<file path="src/rtl/instruction_fetch.sv">
// Instruction fetch stage for a small in-order core.
// A three-state memory-side controller issues one read at a time at the
// program counter address. Returned words go into a 2-entry in-order buffer
// that feeds decode. A flush discards buffered words and any read in flight.
// The read in flight is still allowed to complete on the memory bus.

module instruction_fetch #(
    parameter int ADDR_W  = 8,
    parameter int INSTR_W = 16
) (
    input  logic               clk,
    input  logic               reset,
    input  logic [ADDR_W-1:0]  pc_in,
    output logic               pc_advance,
    input  logic               flush,
    output logic               imem_req,
    output logic [ADDR_W-1:0]  imem_addr,
    input  logic               imem_ack,
    input  logic [INSTR_W-1:0] imem_rdata,
    output logic               instr_valid,
    output logic [INSTR_W-1:0] instr_out,
    output logic [ADDR_W-1:0]  instr_pc,
    input  logic               instr_ready,
    output logic [1:0]         buf_count
);

    // IDLE : no read outstanding. We may issue a read next cycle.
    // REQ  : a live read is outstanding. Its data is kept.
    // DROP : a read was flushed while outstanding. It completes on the bus
    //        and its data is thrown away.
    typedef enum logic [1:0] {
        S_IDLE = 2'd0,
        S_REQ  = 2'd1,
        S_DROP = 2'd2
    } state_t;

    // One buffer slot: the fetch address and the word read from that address.
    typedef struct packed {
        logic [ADDR_W-1:0]  pc;
        logic [INSTR_W-1:0] instr;
    } entry_t;

    state_t      state;
    state_t      state_next;
    logic        issue;      // IDLE has decided to start a read at the next edge
    logic        push;       // a live read returns data this cycle
    logic        pop;        // decode takes the oldest entry this cycle
    logic [1:0]  count_q;
    entry_t      slot_q [2]; // slot_q[0] is always the oldest entry
    entry_t      fetched;

    assign fetched = '{pc: imem_addr, instr: imem_rdata};

    // State register for the memory-side controller.
    always_ff @(posedge clk) begin
        // NOTE: every clocked block uses non-blocking (<=) assignments.
        // All registers then update together from values sampled before the
        // edge, and simulation matches the synthesized flops.
        if (reset) begin
            state <= S_IDLE;
        end else begin
            state <= state_next;
        end
    end

    // Next-state logic and memory-side strobes.
    always_comb begin
        // NOTE: every signal this block drives gets a default before the
        // case statement. Any path that leaves one unassigned would infer
        // a latch.
        state_next = state;
        imem_req   = 1'b0;
        issue      = 1'b0;
        push       = 1'b0;
        case (state)
            S_IDLE: begin
                // Start a read only when the buffer has room for the result.
                // Do not start one while the PC is being reloaded.
                if (count_q != 2'd2 && !flush) begin
                    issue      = 1'b1;
                    state_next = S_REQ;
                end
            end
            S_REQ: begin
                imem_req = 1'b1;
                if (imem_ack) begin
                    // A flush in the ack cycle discards the returning word.
                    push       = !flush;
                    state_next = S_IDLE;
                end else if (flush) begin
                    state_next = S_DROP;
                end
            end
            S_DROP: begin
                imem_req = 1'b1;
                if (imem_ack) begin
                    state_next = S_IDLE;
                end
            end
            default: begin
                state_next = S_IDLE;
            end
        endcase
    end

    // The PC steps exactly when a fetched word is kept.
    assign pc_advance = push && !reset;

    // Read address register. It is captured when a read starts and held
    // until the read is acknowledged.
    always_ff @(posedge clk) begin
        if (reset) begin
            imem_addr <= '0;
        end else if (issue) begin
            imem_addr <= pc_in;
        end
    end

    // Pop is qualified by valid, so a pop of an empty buffer does nothing.
    assign pop = (count_q != 2'd0) && instr_ready;

    // Two-entry in-order buffer. Slot 0 always holds the oldest entry, so
    // the decode outputs come straight from flops with no read mux.
    always_ff @(posedge clk) begin
        if (reset) begin
            // NOTE: the buffer storage is reset along with its count,
            // because decode must see instr_out and instr_pc at zero out of
            // reset, not just instr_valid low.
            count_q   <= 2'd0;
            slot_q[0] <= '0;
            slot_q[1] <= '0;
        end else if (flush) begin
            // Contents are left as they are. A zero count hides them.
            count_q <= 2'd0;
        end else begin
            case ({push, pop})
                2'b10: begin
                    // Append behind the current entries. Push only happens
                    // when count is 0 or 1, so bit 0 picks the free slot.
                    slot_q[count_q[0]] <= fetched;
                    count_q            <= count_q + 2'd1;
                end
                2'b01: begin
                    slot_q[0] <= slot_q[1];
                    count_q   <= count_q - 2'd1;
                end
                2'b11: begin
                    // The count stays the same. The new word goes in behind
                    // whatever remains after the pop.
                    if (count_q == 2'd2) begin
                        slot_q[0] <= slot_q[1];
                        slot_q[1] <= fetched;
                    end else begin
                        slot_q[0] <= fetched;
                    end
                end
                default: begin
                end
            endcase
        end
    end

    assign instr_valid = (count_q != 2'd0);
    assign instr_out   = slot_q[0].instr;
    assign instr_pc    = slot_q[0].pc;
    assign buf_count   = count_q;

endmodule

</file>
<file path="config.mk">
export PLATFORM = sky130hd
export DESIGN_NAME = instruction_fetch
export DESIGN_NICKNAME = d
export VERILOG_FILES = /design/src/rtl/instruction_fetch.sv
export SDC_FILE = /design/constraint.sdc
export NUM_CORES = 1
export LEC_CHECK = 0
export ABC_AREA = 1
export CAP_MARGIN = 20
export CORE_MARGIN = 2
export CORE_UTILIZATION = 25
export CTS_BUF_LIST = sky130_fd_sc_hd__clkbuf_4
export CTS_CLUSTER_DIAMETER = 80
export CTS_CLUSTER_SIZE = 10
export DETAILED_ROUTE_END_ITERATION = 8
export PLACE_DENSITY = 0.53
export REMOVE_ABC_BUFFERS = 1
export SLEW_MARGIN = 40
export SYNTH_ARGS = -nofsm -noshare
export SYNTH_HDL_FRONTEND = slang
export SYNTH_SLANG_ARGS = --single-unit
</file>
<file path="constraint.sdc">
create_clock -name clk -period 5.2 [get_ports clk]
set_input_delay 1.3 -clock clk [delete_from_list [all_inputs] [get_ports clk]]
set_output_delay 1.3 -clock clk [all_outputs]
set_load 0.02 [all_outputs]
</file>
# ---- Word-level counts from Yosys, hierarchy flattened
# Memory sizes are Yosys's and may differ from the RTL's.
# Cells that the tools add are included.
dict set report totals {
  ff_bits 12
  mem_bits_rw 48
  in_bits 29
  out_inout_bits 37
  wordCells 70
  mem_count 1
}
dict set report classes {
  n_addsub 2
  n_eq_ne 10
  n_mux 38
  bitwise_logic 4
  n_reduce_logical 12
}
# memory depth word_bits read_ports rd_clocked_by_memory_dff write_ports line_no
set memory_table {}
lappend memory_table {slot_q 2 24 2 0 2 49} ;# entry_t slot_q [2];
# operator count
set ops {}
lappend ops {{$mux 24} 5}
lappend ops {{$mux 1} 27}
lappend ops {{$reduce_or 24->1} 1}
lappend ops {{$eq 2x2->1 const B} 4}
lappend ops {{$mux 2} 4}
lappend ops {{$ne 2x2->1 const B} 3}
lappend ops {{$pmux 2 s3} 1}
lappend ops {{$eq 2x1->1 const B} 2}
lappend ops {{$or 1x1->1} 4}
lappend ops {{$pmux 2 s2} 1}
lappend ops {{$reduce_bool 2->1} 2}
lappend ops {{$reduce_or 2->1} 2}
lappend ops {{$logic_and 1x1->1} 3}
lappend ops {{$ne 3x3->1 const B} 1}
lappend ops {{$reduce_and 3->1} 1}
lappend ops {{$add 2x1->2 const B} 1}
lappend ops {{$logic_not 1->1} 2}
lappend ops {{$logic_not 2->1} 1}
lappend ops {{$sub 2x1->2 const B} 1}

# ---- Depth between registers and ports, before layout
# Gate-level depths: netlist of run 1.
dict set report logic_depth {
  word_depth 12
  depth_mapped 10
  depth_no_buf 9
}

# ---- Worst setup path before layout of run 1
# No wires, ideal clock.
dict set report synth_timing {
  kind {in2reg}
  from {in imem_ack}
  to {mem slot_q[1][0] in the netlist's numbering (enable)}
  setup_ns 0.413
  arrival_ns 2.851
  required_time_ns 4.787
  slack_ns 1.936
  path_stages 4
  path_buffers 0
  path_cell_list {nand2_1 -> nor2_1 -> nand2_1 -> o211ai_1}
}
# element line_no
set synth_rtl {}
lappend synth_rtl {{from (decl)} 18} ;# input logic imem_ack,
lappend synth_rtl {{to (decl)} 49}

# ---- Final worst setup path of run 1
dict set report layout_timing {
  from {in reset}
  to {out pc_advance}
}
dict set report layout_via {
  elab_chain_len 2
}
# element line_no
set layout_lines {}
lappend layout_lines {{from (decl)} 12} ;# input logic reset,
lappend layout_lines {{$logic_not 1->1} 107} ;# assign pc_advance = push && !reset;
lappend layout_lines {{$logic_and 1x1->1} 107}
lappend layout_lines {{to (decl)} 14} ;# output logic pc_advance,
# No other way between the ends.

==> flow_summary.ini, run 1 <==
[synth]
synth_async_sr_flop_share_pct = 0
yosysSeqAreaShare_pct = 60.5
synth_top_flop_cell = edfxtp_1
synthDistinctLibCells = 21
ys_seq_elements = 60
yosysWarnings = 0
syn_inst = 302
syn_area_per_cell_um2 = 9.20
synth_area_um2 = 2780
synth-edff-count = 48

[pwr]
clockPowerShare_pct = 28.3
combPwrFrac_pct = 20.6
switching_share_pct = 28.6
p_leak_nw = 1.57
power_frac_seq_pct = 51.1
ir_drop_mv = 0.137
power.density_nw_per_um2 = 310
p_switching_mw = 0.328
power.internal_mw = 0.820

[layout]
final_nets = 406
fin_cells = 518
layout_common_cells = 152 x nand2_1, 65 x clkdlybuf4s50_1, 48 x edfxtp_1
antennaDiodeCount = 0
area_growth_syn_to_layout_pct = 33.4
postLayoutCellArea_um2 = 3700
layout_commonest_cell = nand2_1
drive_above_1_share_pct = 10.6

[global_routing]
grt_pass1_wl_mm = 9.62
grt_overflow_total = 0
antenna_found_initial = 0
track_usage_pct = 10.8
grt_max_degree = 33
grt_pass1_vias = 2008

[clock_network]
post_cts_buffers = 0
hold_buffers = 0
insertion_delay_ns = 0.40
cts_tree = done
cts_made_buffers = 9
cts_resized = 0
clock_path_buffers = 2
path_clk_slew_ns = 0.09
numClockSinks = 60
root_buffer = clkbuf_4
ctsHtreeMaxLevel = 3

[detailed_routing]
drt-initial-drc-count = 71
drtPass1Iterations = 4
via_per_inst = 4.09
ant_nets = 0
vias = 2119
drt-total-wl_mm = 6.00
avgRoutedWirePerCell_um = 11.6
drcViolationCount = 0

[setup_path]
required_ns = 3.90
slowest_delay_ns = 0.61
end_kind = primary output
rrSetupSlack_ns = 2.95
slowest_stage = clkdlybuf4s50_1
cp-start-kind = input port
cpMostUsedCell = clkdlybuf4s50_1
critPathMaxFanout = 6
arrival_ns = 2.85
critical_path.cell_chain = clkdlybuf4s50_1, nor2_4, inv_2, nor2_2, clkdlybuf4s50_1
critPathKind = input port to primary output

[outcome]
outcome = finished clean

[timing]
worstMarginPinSlew_ns = 0.627
clock.fmax_mhz = 241
relSlewSlack_pct = 58.1
slew_viol_final = 0
period_share_pct = 79.9
min_period_ns = 4.15
finalSetupTns_ns = 0
hold_violations = 0
fin_worst_skew_ns = 0.0159
grt_setup_unrepaired = no
finalSetupViolCount = 0

[floorplanning]
ioPinCount = 66
die_w_um = 109
coreArea_um2 = 10800
die-area_um2 = 12000
dieHeight_um = 109
row_count = 38
initial_core_util_pct = 25.6

[min_path]
min_path_type = flop to flop

[place]
hpwl_mm = 4.02
dpl.cell_count = 502
place.gp.congestion = 0.721
dpl_cell_area_um2 = 3570
io_buffers = 65

[flow_run]
max_cap_violations = 0
-- layer usage --
metal	global-route usage [%]	part of all wire [%]
met1	12.5	44
met2	17.5	46
met3	3.56	7.6
met4	6.15	2.2
met5	0	0
-- registers in the layout, indices dropped and copies added (netlist names) --
signal / flops
buf_count: 2
imem_addr: 8
state: 2
slot_q: 48
-- final cells by class --
type	count	area, um2
Clock inverter	4	42.5
Inverter	21	78.8
Tap cell	140	175
Clock buffer	12	90.1
Timing Repair Buffer	70	696
Multi-Input combinational cell	211	941
Sequential cell	60	1680
Fill cell	1152	7140
-- cells by family after synthesis --
| kind of cell | Yosys count | synth area share [%] |
|---|---|---|
| AOI/OAI and AO/OA | 21 | 3.87 |
| adders and majority gates | 4 | 1.80 |
| buffers and inverters | 31 | 5.59 |
| DFF | 60 | 60.5 |
| and+or+nand+nor | 186 | 28.2 |
-- through the flow --
| step | worst slack (ns) | total power, mW | utilization [%] | hold slack, ns |
|---|---|---|---|---|
| after floorplan | 1.94 | 0.718 | - | 0.467 |
| after global placement | 1.06 | 0.832 | 32.7 | 0.487 |
| after detailed placement | 1.06 | 0.837 | 33.0 | 0.482 |
| after CTS | 1.05 | 1.17 | 34.2 | 0.498 |
| after global routing | 0.985 | 1.21 | 34.2 | 0.528 |
| final | 1.05 | 1.15 | 34.2 | 0.493 |
-- Yosys cell counts (3+ instances only) --
cell type	count	area [um2]
nand2_1	152	571
edfxtp_1	48	1440
inv_1	18	67.6
dfxtp_1	12	240
a21oi_1	11	55.1
nand2_2	11	68.8
nand3_1	10	50.1
o21ai_0	8	40.0
nor2_1	6	22.5
buf_2	4	20.0
buf_4	4	30.0
ha_1	4	50.1
inv_2	3	11.3
-- worst max-delay path, delay by kind of cell --
kind	cells	cell delay, ns
and+or+nand+nor	2	0.30
buffers and inverters	3	1.26
-- power groups by stage --
| stage | registers [mW] | clock network, mW | logic, mW |
|---|---|---|---|
| 2_1_floorplan | 0.627 | 0 | 0.0910 |
| 6_report | 0.586 | 0.325 | 0.237 |
| 5_1_grt | 0.592 | 0.361 | 0.260 |
| 3_3_place_gp | 0.597 | 0 | 0.234 |
| 4_1_cts | 0.587 | 0.340 | 0.241 |
| 3_5_place_dp | 0.598 | 0 | 0.239 |
-- final timing paths --
check                                   from            end  cells after the start
worst max-delay path                   reset     pc_advance                      5
worst min-delay path            imem_addr[0]   imem_addr[0]                      2
worst min register to register  imem_addr[0]   imem_addr[0]                      2
worst max register to register      state[1]  slot_q[0][17]                      9
No activity file was read; power rests on OpenSTA's default activity.
==> inputs of run 2 (changes only) <==
--- a/config.mk
+++ b/config.mk
@@ -13,7 +13,7 @@
 export CTS_CLUSTER_DIAMETER = 80
 export CTS_CLUSTER_SIZE = 10
 export DETAILED_ROUTE_END_ITERATION = 8
-export PLACE_DENSITY = 0.53
+export PLACE_DENSITY = 0.54
 export REMOVE_ABC_BUFFERS = 1
 export SLEW_MARGIN = 40
 export SYNTH_ARGS = -nofsm -noshare
==> constraint.sdc (replaced) <==
create_clock -name clk -period 3.8 [get_ports clk]
set_input_delay 0.95 -clock clk [delete_from_list [all_inputs] [get_ports clk]]
set_output_delay 0.95 -clock clk [all_outputs]
set_load 0.02 [all_outputs]
==> run 2 against run 1 <==
- global-route usage grew 0.66 points
- clock power up 44%
- register-to-register slack got worse by 1.1 ns
- critical path depth did not move
- count of clock-buffer cells in the layout down 3
- cell area increased by 0.30%
- non-clock buffer count rose by 1
- worst hold slack gained 0.0053 ns
- critical path type unchanged
- highest routed layer unchanged
==> flow_summary.ini, run 2 (synthesis results as in run 1) <==
[place]
place.gp.congestion = 0.706
io_buffers = 65
hpwl_mm = 3.92
dpl_cell_area_um2 = 3570

[clock_network]
cts_tree = done
post_cts_buffers = 0
numClockSinks = 60
cts_resized = 0
insertion_delay_ns = 0.42
hold_buffers = 0
path_clk_slew_ns = 0.10
clock_path_buffers = 2
ctsHtreeMaxLevel = 3
root_buffer = clkbuf_4
cts_made_buffers = 9

[setup_path]
crit_cells = 5
worstReg2RegStart = state[1]
path_buf_inv = 3
critPathMaxFanout = 4
end_kind = primary output
critical_path.cell_chain = clkdlybuf4s50_1, nor2_4, inv_2, nor2_2, clkdlybuf4s50_1
cpMostUsedCell = clkdlybuf4s50_1
crit_family = buffers and inverters
rrSetupSlack_ns = 1.88
slowest_delay_ns = 0.62
reg2reg_to = slot_q[1][7]
required_ns = 2.85
cp-start-kind = input port
critPathKind = input port to primary output
reg2regPathDepth = 7
arrival_ns = 2.39
slowest_stage = clkdlybuf4s50_1

[layout]
top_register = slot_q
multi_input_area_um2 = 941
postLayoutCellArea_um2 = 3720
layout_commonest_cell = nand2_1
fillers = 1159
largest_registers = slot_q: 48 flops, imem_addr: 8 flops
seq_area_um2 = 1680
layout_common_cells = 152 x nand2_1, 65 x clkdlybuf4s50_1, 48 x edfxtp_1
antennaDiodeCount = 0
drive_above_1_share_pct = 11.3
final_nets = 407
area_growth_syn_to_layout_pct = 33.8
largest_reg_flops = 48

[flow_run]
max_cap_violations = 0

[floorplanning]
initial_core_util_pct = 25.6
die-area_um2 = 12000
row_count = 38
dieHeight_um = 109
die_w_um = 109
ioPinCount = 66
coreArea_um2 = 10800

[detailed_routing]
avgRoutedWirePerCell_um = 11.9
drtPass1Iterations = 4
ant_nets = 0
drcViolationCount = 0
drt-initial-drc-count = 72
vias = 2124
drt-total-wl_mm = 6.20
via_per_inst = 4.09

[timing]
fin_worst_skew_ns = 0.0169
relSlewSlack_pct = 58.2
slew_viol_final = 0
finalSetupViolCount = 0
finalSetupTns_ns = 0
grt_setup_unrepaired = no
clock.fmax_mhz = 299
period_share_pct = 87.9
worstMarginPinSlew_ns = 0.625
hold_violations = 0
min_period_ns = 3.34

[pwr]
ir_drop_mv = 0.241
power.density_nw_per_um2 = 428
p_leak_nw = 1.57

[outcome]
outcome = finished clean

[global_routing]
grt_overflow_total = 0
track_usage_pct = 11.5
grt_pass1_wl_mm = 10.2
antenna_found_initial = 0
grt_pass1_vias = 2084
grt_max_degree = 49

[min_path]
min_path_type = flop to flop
whs_endpoint = imem_addr[6]
hold_start = imem_addr[6]
whs_path_depth = 2
run 2: how the worst max path moves through the flow:
stage               startpoint           end  slack, ns
finish                   flush    pc_advance       0.46
global route             flush    pc_advance       0.40
CTS                      flush    pc_advance       0.47
detailed placement       flush    pc_advance       0.47
global placement         flush    pc_advance       0.50
floorplan             imem_ack  slot_q[1][0]       0.89
run 2: final cells by class:
| cell class | instances | share of cell area [%] |
|---|---|---|
| repair buffers | 71 | 18.7 |
| clock buffers | 9 | 1.82 |
| well taps | 140 | 4.71 |
| inverters | 21 | 2.12 |
| flip-flops and latches | 60 | 45.3 |
| multi-input cells | 211 | 25.3 |
| clock inverters | 7 | 2.05 |
run 2: layer usage:
metal / vias to the layer above / share of wire (%) / GRT usage [%]
met2: 56 / 47 / 18.3
met5: - / 0 / 0
li1: 1112 / - / -
met3: 12 / 7.6 / 3.68
met1: 944 / 44 / 14.1
met4: 0 / 1.8 / 5.33
run 2: through the flow:
step	util [%]	total power, mW	worst slack (ns)	hold slack [ns]	cells
floorplan	-	0.982	0.886	0.467	292
global placement	33.0	1.14	0.495	0.479	503
detailed placement	33.0	1.15	0.474	0.489	503
CTS	34.3	1.62	0.465	0.507	519
global route	34.3	1.69	0.397	0.525	519
finish	34.3	1.59	0.460	0.498	519
run 2: worst min-delay path, delay by kind of cell (launching register included):
| family | cells | cell delay, ns |
|---|---|---|
| flops | 1 | 0.35 |
| buf+inv | 1 | 0.06 |
| compound gates | 1 | 0.05 |
run 2: report_power, final:
| part | internal (mW) | switching [mW] | leakage, nW |
|---|---|---|---|
| clock | 0.203 | 0.264 | 0.0725 |
| combinational | 0.142 | 0.181 | 0.903 |
| sequential | 0.763 | 0.0388 | 0.595 |
